`src/rtl/pc_fetch_unit_if.sv`:
```
// Purpose: handshake/bus bundle between the PC fetch unit, the branch mux,
//          instruction memory and decode.
// Signals:
//   pcNext      next PC from the branch mux
//   stall       decode/hazard stall (1 = hold current instruction)
//   add4Out     pcOut + 4, back to the branch mux
//   pcOut       current PC
//   imemReq     fetch request to instruction memory
//   imemAddr    fetch address (equals pcOut)
//   imemAck     memory returns imemRdata this cycle
//   imemRdata   fetched instruction word
//   instrOut    registered instruction to decode
//   instrValid  instrOut holds a valid instruction
//   misalignErr sticky misalignment flag
// Modports: master = fetch unit side, slave = environment side.
interface pc_fetch_unit_if #(
    parameter int unsigned ADDR_W = 32
) ();
    logic [ADDR_W-1:0] pcNext;
    logic              stall;
    logic [ADDR_W-1:0] add4Out;
    logic [ADDR_W-1:0] pcOut;
    logic              imemReq;
    logic [ADDR_W-1:0] imemAddr;
    logic              imemAck;
    logic [31:0]       imemRdata;
    logic [31:0]       instrOut;
    logic              instrValid;
    logic              misalignErr;

    modport master (
        input  pcNext, stall, imemAck, imemRdata,
        output add4Out, pcOut, imemReq, imemAddr, instrOut, instrValid, misalignErr
    );

    modport slave (
        output pcNext, stall, imemAck, imemRdata,
        input  add4Out, pcOut, imemReq, imemAddr, instrOut, instrValid, misalignErr
    );
endinterface

```
`src/rtl/pc_fetch_unit.sv`:
```
// Purpose: program-counter register and instruction-fetch sequencer.
//          Fetches the word at pcOut over a req/ack handshake, presents it to
//          decode with a valid/stall handshake, then loads pcNext.
// Ports:
//   clk    single clock, rising edge
//   rst_n  asynchronous active-low reset
//   bus    pc_fetch_unit_if.master (branch mux, imem and decode signals)
// Optional feature: define MISALIGN_TRAP_EN to trap on a misaligned pcNext
//   (sticky misalignErr, fetch halted until reset). Undefined: misalignErr=0
//   and pcNext is loaded unchanged.
module pc_fetch_unit #(
    parameter int unsigned       ADDR_W   = 32,
    parameter logic [ADDR_W-1:0] RESET_PC = '0
) (
    input  logic            clk,
    input  logic            rst_n,
    pc_fetch_unit_if.master bus
);

    localparam int unsigned INSTR_W = 32;

    typedef enum logic [1:0] {
        ST_BOOT  = 2'd0,
        ST_FETCH = 2'd1,
        ST_ISSUE = 2'd2
    } state_t;

    state_t              r_state, w_state_nxt;
    logic [ADDR_W-1:0]   r_pc, w_pc_nxt;
    logic [INSTR_W-1:0]  r_instr, w_instr_nxt;
    logic                r_valid, w_valid_nxt;
    logic                r_req, w_req_nxt;
    logic                r_err, w_err_nxt;
    logic                w_misalign;

    // Misalignment detection only exists with the trap feature built in.
`ifdef MISALIGN_TRAP_EN
    assign w_misalign = (bus.pcNext[1:0] != 2'b00);
`else
    assign w_misalign = 1'b0;
`endif

    // Next-state and next-register values.
    always_comb begin
        w_state_nxt = r_state;
        w_pc_nxt    = r_pc;
        w_instr_nxt = r_instr;
        w_valid_nxt = r_valid;
        w_err_nxt   = r_err;

        unique case (r_state)
            ST_BOOT: begin
                // A trapped unit parks in BOOT until reset.
                if (!r_err) begin
                    w_state_nxt = ST_FETCH;
                end
            end
            ST_FETCH: begin
                if (bus.imemAck) begin
                    w_instr_nxt = bus.imemRdata;
                    w_valid_nxt = 1'b1;
                    w_state_nxt = ST_ISSUE;
                end
            end
            ST_ISSUE: begin
                if (!bus.stall) begin
                    w_valid_nxt = 1'b0;
                    if (w_misalign) begin
                        w_err_nxt   = 1'b1;
                        w_state_nxt = ST_BOOT;
                    end else begin
                        w_pc_nxt    = bus.pcNext;
                        w_state_nxt = ST_FETCH;
                    end
                end
            end
            default: begin
                w_state_nxt = ST_BOOT;
                w_valid_nxt = 1'b0;
            end
        endcase

        // Request is registered and asserted for exactly the FETCH cycles.
        w_req_nxt = (w_state_nxt == ST_FETCH);
    end

    // State and output registers.
    always_ff @(posedge clk or negedge rst_n) begin
        if (!rst_n) begin
            r_state <= ST_BOOT;
            r_pc    <= RESET_PC;
            r_instr <= '0;
            r_valid <= 1'b0;
            r_req   <= 1'b0;
            r_err   <= 1'b0;
        end else begin
            r_state <= w_state_nxt;
            r_pc    <= w_pc_nxt;
            r_instr <= w_instr_nxt;
            r_valid <= w_valid_nxt;
            r_req   <= w_req_nxt;
            r_err   <= w_err_nxt;
        end
    end

    assign bus.pcOut       = r_pc;
    assign bus.add4Out     = r_pc + ADDR_W'(4);
    assign bus.imemAddr    = r_pc;
    assign bus.imemReq     = r_req;
    assign bus.instrOut    = r_instr;
    assign bus.instrValid  = r_valid;
    assign bus.misalignErr = r_err;

endmodule

```
`src/flat_wrapper.sv`:
```
// flat-port wrapper written by rule: the top's interface ports become plain ports
module pc_fetch_unit_flat 
#(
    parameter int unsigned       ADDR_W   = 32,
    parameter logic [ADDR_W-1:0] RESET_PC = '0
)
  (clk, rst_n, bus_pcNext, bus_stall, bus_imemAck, bus_imemRdata, bus_add4Out, bus_pcOut, bus_imemReq, bus_imemAddr, bus_instrOut, bus_instrValid, bus_misalignErr);
  pc_fetch_unit_if #(.ADDR_W(ADDR_W)) bus_i ();
  input  logic clk;
  input  logic rst_n;
  input wire logic [$bits(bus_i.pcNext)-1:0] bus_pcNext;
  input wire logic [$bits(bus_i.stall)-1:0] bus_stall;
  input wire logic [$bits(bus_i.imemAck)-1:0] bus_imemAck;
  input wire logic [$bits(bus_i.imemRdata)-1:0] bus_imemRdata;
  output wire logic [$bits(bus_i.add4Out)-1:0] bus_add4Out;
  output wire logic [$bits(bus_i.pcOut)-1:0] bus_pcOut;
  output wire logic [$bits(bus_i.imemReq)-1:0] bus_imemReq;
  output wire logic [$bits(bus_i.imemAddr)-1:0] bus_imemAddr;
  output wire logic [$bits(bus_i.instrOut)-1:0] bus_instrOut;
  output wire logic [$bits(bus_i.instrValid)-1:0] bus_instrValid;
  output wire logic [$bits(bus_i.misalignErr)-1:0] bus_misalignErr;
  assign bus_i.pcNext = bus_pcNext;
  assign bus_i.stall = bus_stall;
  assign bus_i.imemAck = bus_imemAck;
  assign bus_i.imemRdata = bus_imemRdata;
  assign bus_add4Out = bus_i.add4Out;
  assign bus_pcOut = bus_i.pcOut;
  assign bus_imemReq = bus_i.imemReq;
  assign bus_imemAddr = bus_i.imemAddr;
  assign bus_instrOut = bus_i.instrOut;
  assign bus_instrValid = bus_i.instrValid;
  assign bus_misalignErr = bus_i.misalignErr;
  pc_fetch_unit #(.ADDR_W(ADDR_W), .RESET_PC(RESET_PC)) u_core (.clk(clk), .rst_n(rst_n), .bus(bus_i));
endmodule
```
`config.mk`:
```
export PLATFORM = sky130hd
export DESIGN_NAME = pc_fetch_unit_flat
export DESIGN_NICKNAME = d
export VERILOG_FILES = /design/src/rtl/pc_fetch_unit_if.sv /design/src/rtl/pc_fetch_unit.sv /design/src/flat_wrapper.sv
export SDC_FILE = /design/constraint.sdc
export NUM_CORES = 1
export LEC_CHECK = 0
export CELL_PAD_IN_SITES_DETAIL_PLACEMENT = 1
export CELL_PAD_IN_SITES_GLOBAL_PLACEMENT = 2
export CORE_MARGIN = 1.5
export CORE_UTILIZATION = 22
export DETAILED_ROUTE_END_ITERATION = 8
export GPL_TIMING_DRIVEN = 0
export MAX_ROUTING_LAYER = met4
export PLACE_DENSITY = 0.79
export SYNTH_ARGS = -nofsm -noshare
export SYNTH_HDL_FRONTEND = slang
export SYNTH_SLANG_ARGS = --single-unit
```
`constraint.sdc`:
```
create_clock -name clk -period 2.3 [get_ports clk]
set_input_delay 0.69 -clock clk [delete_from_list [all_inputs] [get_ports clk]]
set_output_delay 0.69 -clock clk [all_outputs]
set_load 0.005 [all_outputs]
```
; ---- Word level (Yosys, flattened, before mapping)
; Cells that the tools add are included.
[word_totals]
ff_bits = 68
in_bits = 68
output_inout_bits = 131
[op_classes]
n_eq_ne = 5
n_reduce_logical = 4
addsub = 1
bitwise = 2
n_mux = 6
[ops]
columns = cell, n
row1 = adder 32 x 3 -> 32 bit (second input constant), 1
row2 = case mux 2 bit (3 select lines), 1
row3 = == test 2 x 1 -> 1 bit (second input constant), 2
row4 = two-way mux 2 bit, 2
row5 = != test 2 bit (second input constant), 2
row6 = AND reduction 2 bit, 2
row7 = case mux 1 bit (3 select lines), 1
row8 = AND reduction 3 bit, 1
row9 = == test 2 bit (second input constant), 1
row10 = logical NOT 2 bit, 1
row11 = two-way mux 1 bit, 2
row12 = inverter 1 bit, 2

; ---- Longest topological paths before layout
[depth]
depth_word = 3
ltp_mapped = 5
ltp_nobuf = 5

; ---- Worst setup path before layout
; Ideal clock, no wire load.
[synth_timing]
kind = reg2out
startpoint = register u_core.r_pc[2] (netlist: u_core.bus.imemAddr[2])
endpoint = output port bus_add4Out[26]
path_stages_with_launch = 6
setup_slack_ps = 121
arrival_time_ps = 1489
t_required_ps = 1610
n_path_buf = 0
cell_sequence = dfrtp_1 > ha_1 > and2_0 > nor2b_1 > nand4b_1 > xnor2_1
[synth_between]
elab_chain_len = 1
[synth_lines]
columns = element, line_no
row1 = start: declaration, pc_fetch_unit.sv:29  ; logic [ADDR_W-1:0] r_pc, w_pc_nxt;
row2 = start signal: assignment, pc_fetch_unit.sv:98  ; r_pc <= w_pc_nxt;
row3 = adder 32 x 3 -> 32 bit, pc_fetch_unit.sv:107  ; assign bus.add4Out = r_pc + ADDR_W'(4);
row4 = end: declaration, flat_wrapper.sv:15  ; output wire logic [$bits(bus_i.add4Out)-1:0] bus_add4Out;
; No other way between the ends.

; ---- Worst setup path in the final report
[layout_timing]
startpoint = register u_core.r_pc[5] (netlist: u_core.bus.imemAddr[5])
endpoint = output port bus_add4Out[26]
; Same word-level chain as after synthesis.

==> results by group <==
Placed design
  • DP Worst Slack: -0.9050 ns
  • Post-placement cell count: 659
  • GPL Wtd Cong: 0.7473
  • DP HPWL: 8306 um
  • Port-buffer cells: 197

Synth
  • Largest family of logic cells by synthesized area: multiplexers
  • Register area share after synthesis: 50.41%
  • Synth area leader: dfrtp_1
  • Most frequent cell after synthesis: dfrtp_1
  • Synth Area in Simple Gates: 11.05%
  • Syn Inst Count: 274
  • Yosys reg bits: 68
  • Ys async rst share: 100.0%
  • Post-synthesis compound-gate area fraction: 1.223%
  • Synth top area share: 50.41%
  • Post-synthesis net count: 343
  • Ys flop type: dfrtp_1
  • Synth cell types: 33
  • Synth Area in XOR/XNOR: 7.265%
  • Multiplexer share of the synthesized area: 20.01%
  • Adder-cell share of the synthesized area: 0.3706%
  • Most frequent cells after synthesis: dfrtp_1 (68), mux2_2 (60), buf_4 (35)
  • Synthesized area per cell: 12.32 um^2
  • Syn Std Cell Area: 0.003376 mm^2
  • Synth top area cells: dfrtp_1 (50%), mux2_2 (20%), buf_4 (7.8%)
  • Number of synthesized flops with an enable pin: 0
  • Syn. warnings: 0

Routing
  • Vias: 3012
  • Uppermost layer routed: met4
  • Metal2 WL: 5797 um
  • DRT Pass-1 Iters: 4
  • Routed Antenna Nets: 0
  • Post-route DRC: 0
  • Met3 WL: 1008 um
  • M1 WL: 4544 um
  • Wirelength per Cell: 16.13 um
  • DR vias/cell: 4.242
  • Iter 0 DRT Violations: 55
  • Final wirelength: 11450 um

Worst hold path
  • Worst hold path class: in2async

Final layout
  • Area grow syn2layout: 86.66%
  • Share of cells above drive strength 1: 44.44%
  • Final Util: 41.76%
  • Final Net Count: 586
  • Ant diodes: 0
  • Non-filler cells in the finished layout: 710

STA
  • RSZ-0062 raised after global routing: true
  • Setup TNS: -4.343 ns
  • Tcrit/Tclk final: 114.6%
  • Final Hold Viols: 0
  • Min Tclk post-route: 2.635 ns
  • Worst rel slew slack: 39.97%
  • Max Transition Viols Final: 0
  • Final Setup Violations: 22
  • Final worst slack: -0.3349 ns
  • Fmax: 0.3795 GHz
  • WHS: 0.4769 ns
  • Worst-Margin Slew: 0.9005 ns
  • Layout Skew: 0.003733 ns

Clocking
  • Clock Tree Buf Depth: 2
  • CTS Buf Count: 9
  • CTS tree: built
  • Clock Latency Late Sink: 0.33 ns
  • CTS root buffer: clkbuf_16
  • CTS H-tree depth: 3
  • Hold-fix buffers at CTS: 0
  • Clk sinks: 68
  • Reg clk slew, reported paths: 0.06 ns

Global route
  • Vias in the first global route: 3412
  • Gr usage total: 14.75%
  • Initial antenna violation count: 0
  • Total grt overflow: 0
  • First-pass GRT wire length: 17720 um
  • Largest net degree at the start of global routing: 69

Die
  • Die span in x: 126.9 um
  • # IOs: 199
  • DIE AREA: 0.01610 mm^2
  • Initial Util: 22.37%
  • Core ar.: 0.01509 mm^2
  • DIE HEIGHT: 126.9 um
  • Cell row count: 45

Worst setup path
  • Data arrival, critical path: 1.94 ns
  • FF-to-FF path depth: 4
  • CP required: 1.61 ns
  • Flop2flop setup slack: 0.55 ns
  • R2R Path Start: u_core.r_state[0]$_DFF_PN0_
  • Crit. End Element: output port
  • Crit Path Category: reg2out
  • Worst Path Max Fanout: 5
  • R2r endpoint: u_core.bus.imemAddr[30]$_DFFE_PN0P_
  • Startpoint types: flip-flop

Job
  • Max Cap Viol: 0

Power and ir drop
  • Peak supply drop: 0.0006080 V
  • Pwr Density: 1393 mW/mm^2
  • Leak: 2.646 nW

Status
  • Status: finished with violations
  • Violated checks: negative setup slack
==> power breakdown <==
part / total [mW] / internal (mW) / switching (mW)
logic: 4.68 / 3.13 / 1.54
clock network: 1.65 / 1.12 / 0.527
registers: 2.45 / 1.84 / 0.614
==> through the flow <==
step           total power [mW]  cell area, um^2
6_report                  8.777             6301
5_1_grt                   9.361             6301
4_1_cts                   8.888             6197
3_5_place_dp              6.983             5580
3_3_place_gp              6.864             5583
2_1_floorplan             4.043             3376
==> cell usage in the layout (no fill, tap or decap), drive strengths merged, types with 6 or more instances in the layout <==
cell and instances:
buf 106, clkbuf 12, clkdlybuf4s50 166, dfrtp 68, mux2 60, nand2 16
nand3 12, nand4 9, o21ai 6, xnor2 25
==> worst max-delay path by stage <==
stage / startpoint / to / slack (ns) / cells after the start
floorplan: u_core.bus.imemAddr[2]$_DFFE_PN0P_ / bus_add4Out[26] / 0.12 / 5
global placement: rst_n / u_core.bus.instrOut[10]$_DFFE_PN0P_ / -1.90 / 1
detailed placement: u_core.bus.imemAddr[3]$_DFFE_PN0P_ / bus_add4Out[24] / -0.90 / 6
CTS: u_core.bus.imemAddr[5]$_DFFE_PN0P_ / bus_add4Out[26] / -0.33 / 8
global route: u_core.bus.imemAddr[5]$_DFFE_PN0P_ / bus_add4Out[26] / -0.47 / 8
finish: u_core.bus.imemAddr[5]$_DFFE_PN0P_ / bus_add4Out[26] / -0.33 / 8
==> area by class of cell <==
| cell class | count | area, um^2 |
|---|---|---|
| Clock inverter | 5 | 107.6 |
| Inverter | 4 | 15.01 |
| Buffer | 43 | 307.8 |
| Clock buffer | 11 | 252.7 |
| Tap cell | 188 | 235.2 |
| Sequential cell | 68 | 1723 |
| Multi-Input combinational cell | 159 | 1530 |
| Fill cell | 1628 | 8788 |
| Timing Repair Buffer | 232 | 2130 |
==> per-layer routing <==
layer	global-route usage (%)	vias to the layer above
met1	16.13	1471
met2	25.03	133
met4	4.278	0
met5	-	-
met3	5.567	9
li1	-	1399
==> worst max-delay path, stage by stage, from the launching register on <==
cell      delay, ns
dfrtp_2        0.38
and4_4         0.23
nor4b_4        0.20
buf_6          0.16
buf_6          0.10
buf_6          0.08
nand4b_1       0.11
xnor2_1        0.20
buf_2          0.15
==> repair_timing <==
item | CTS | global route
gates cloned | 1 | 0
pin swaps | 22 | 25
hold endpoints to repair | 0 | 0
endpoints found under the setup margin | 29 | 26
buffers inserted | 26 | 8
resized for setup | 151 | 29
==> cell families after synthesis <==
logic type / after synthesis
flops: 68
simple gates: 61
mux: 60
buf+inv: 47
xor+xnor: 28
compound gates: 8
fa+ha+maj: 1
other cells: 1
==> state kept, by name, indices dropped and copies added (netlist names) <==
register / count
u_core.bus.instrValid: 1
u_core.bus.imemAddr: 32
u_core.bus.imemReq: 1
u_core.r_state: 2
u_core.bus.instrOut: 32
(Power assumes the default switching activity.)
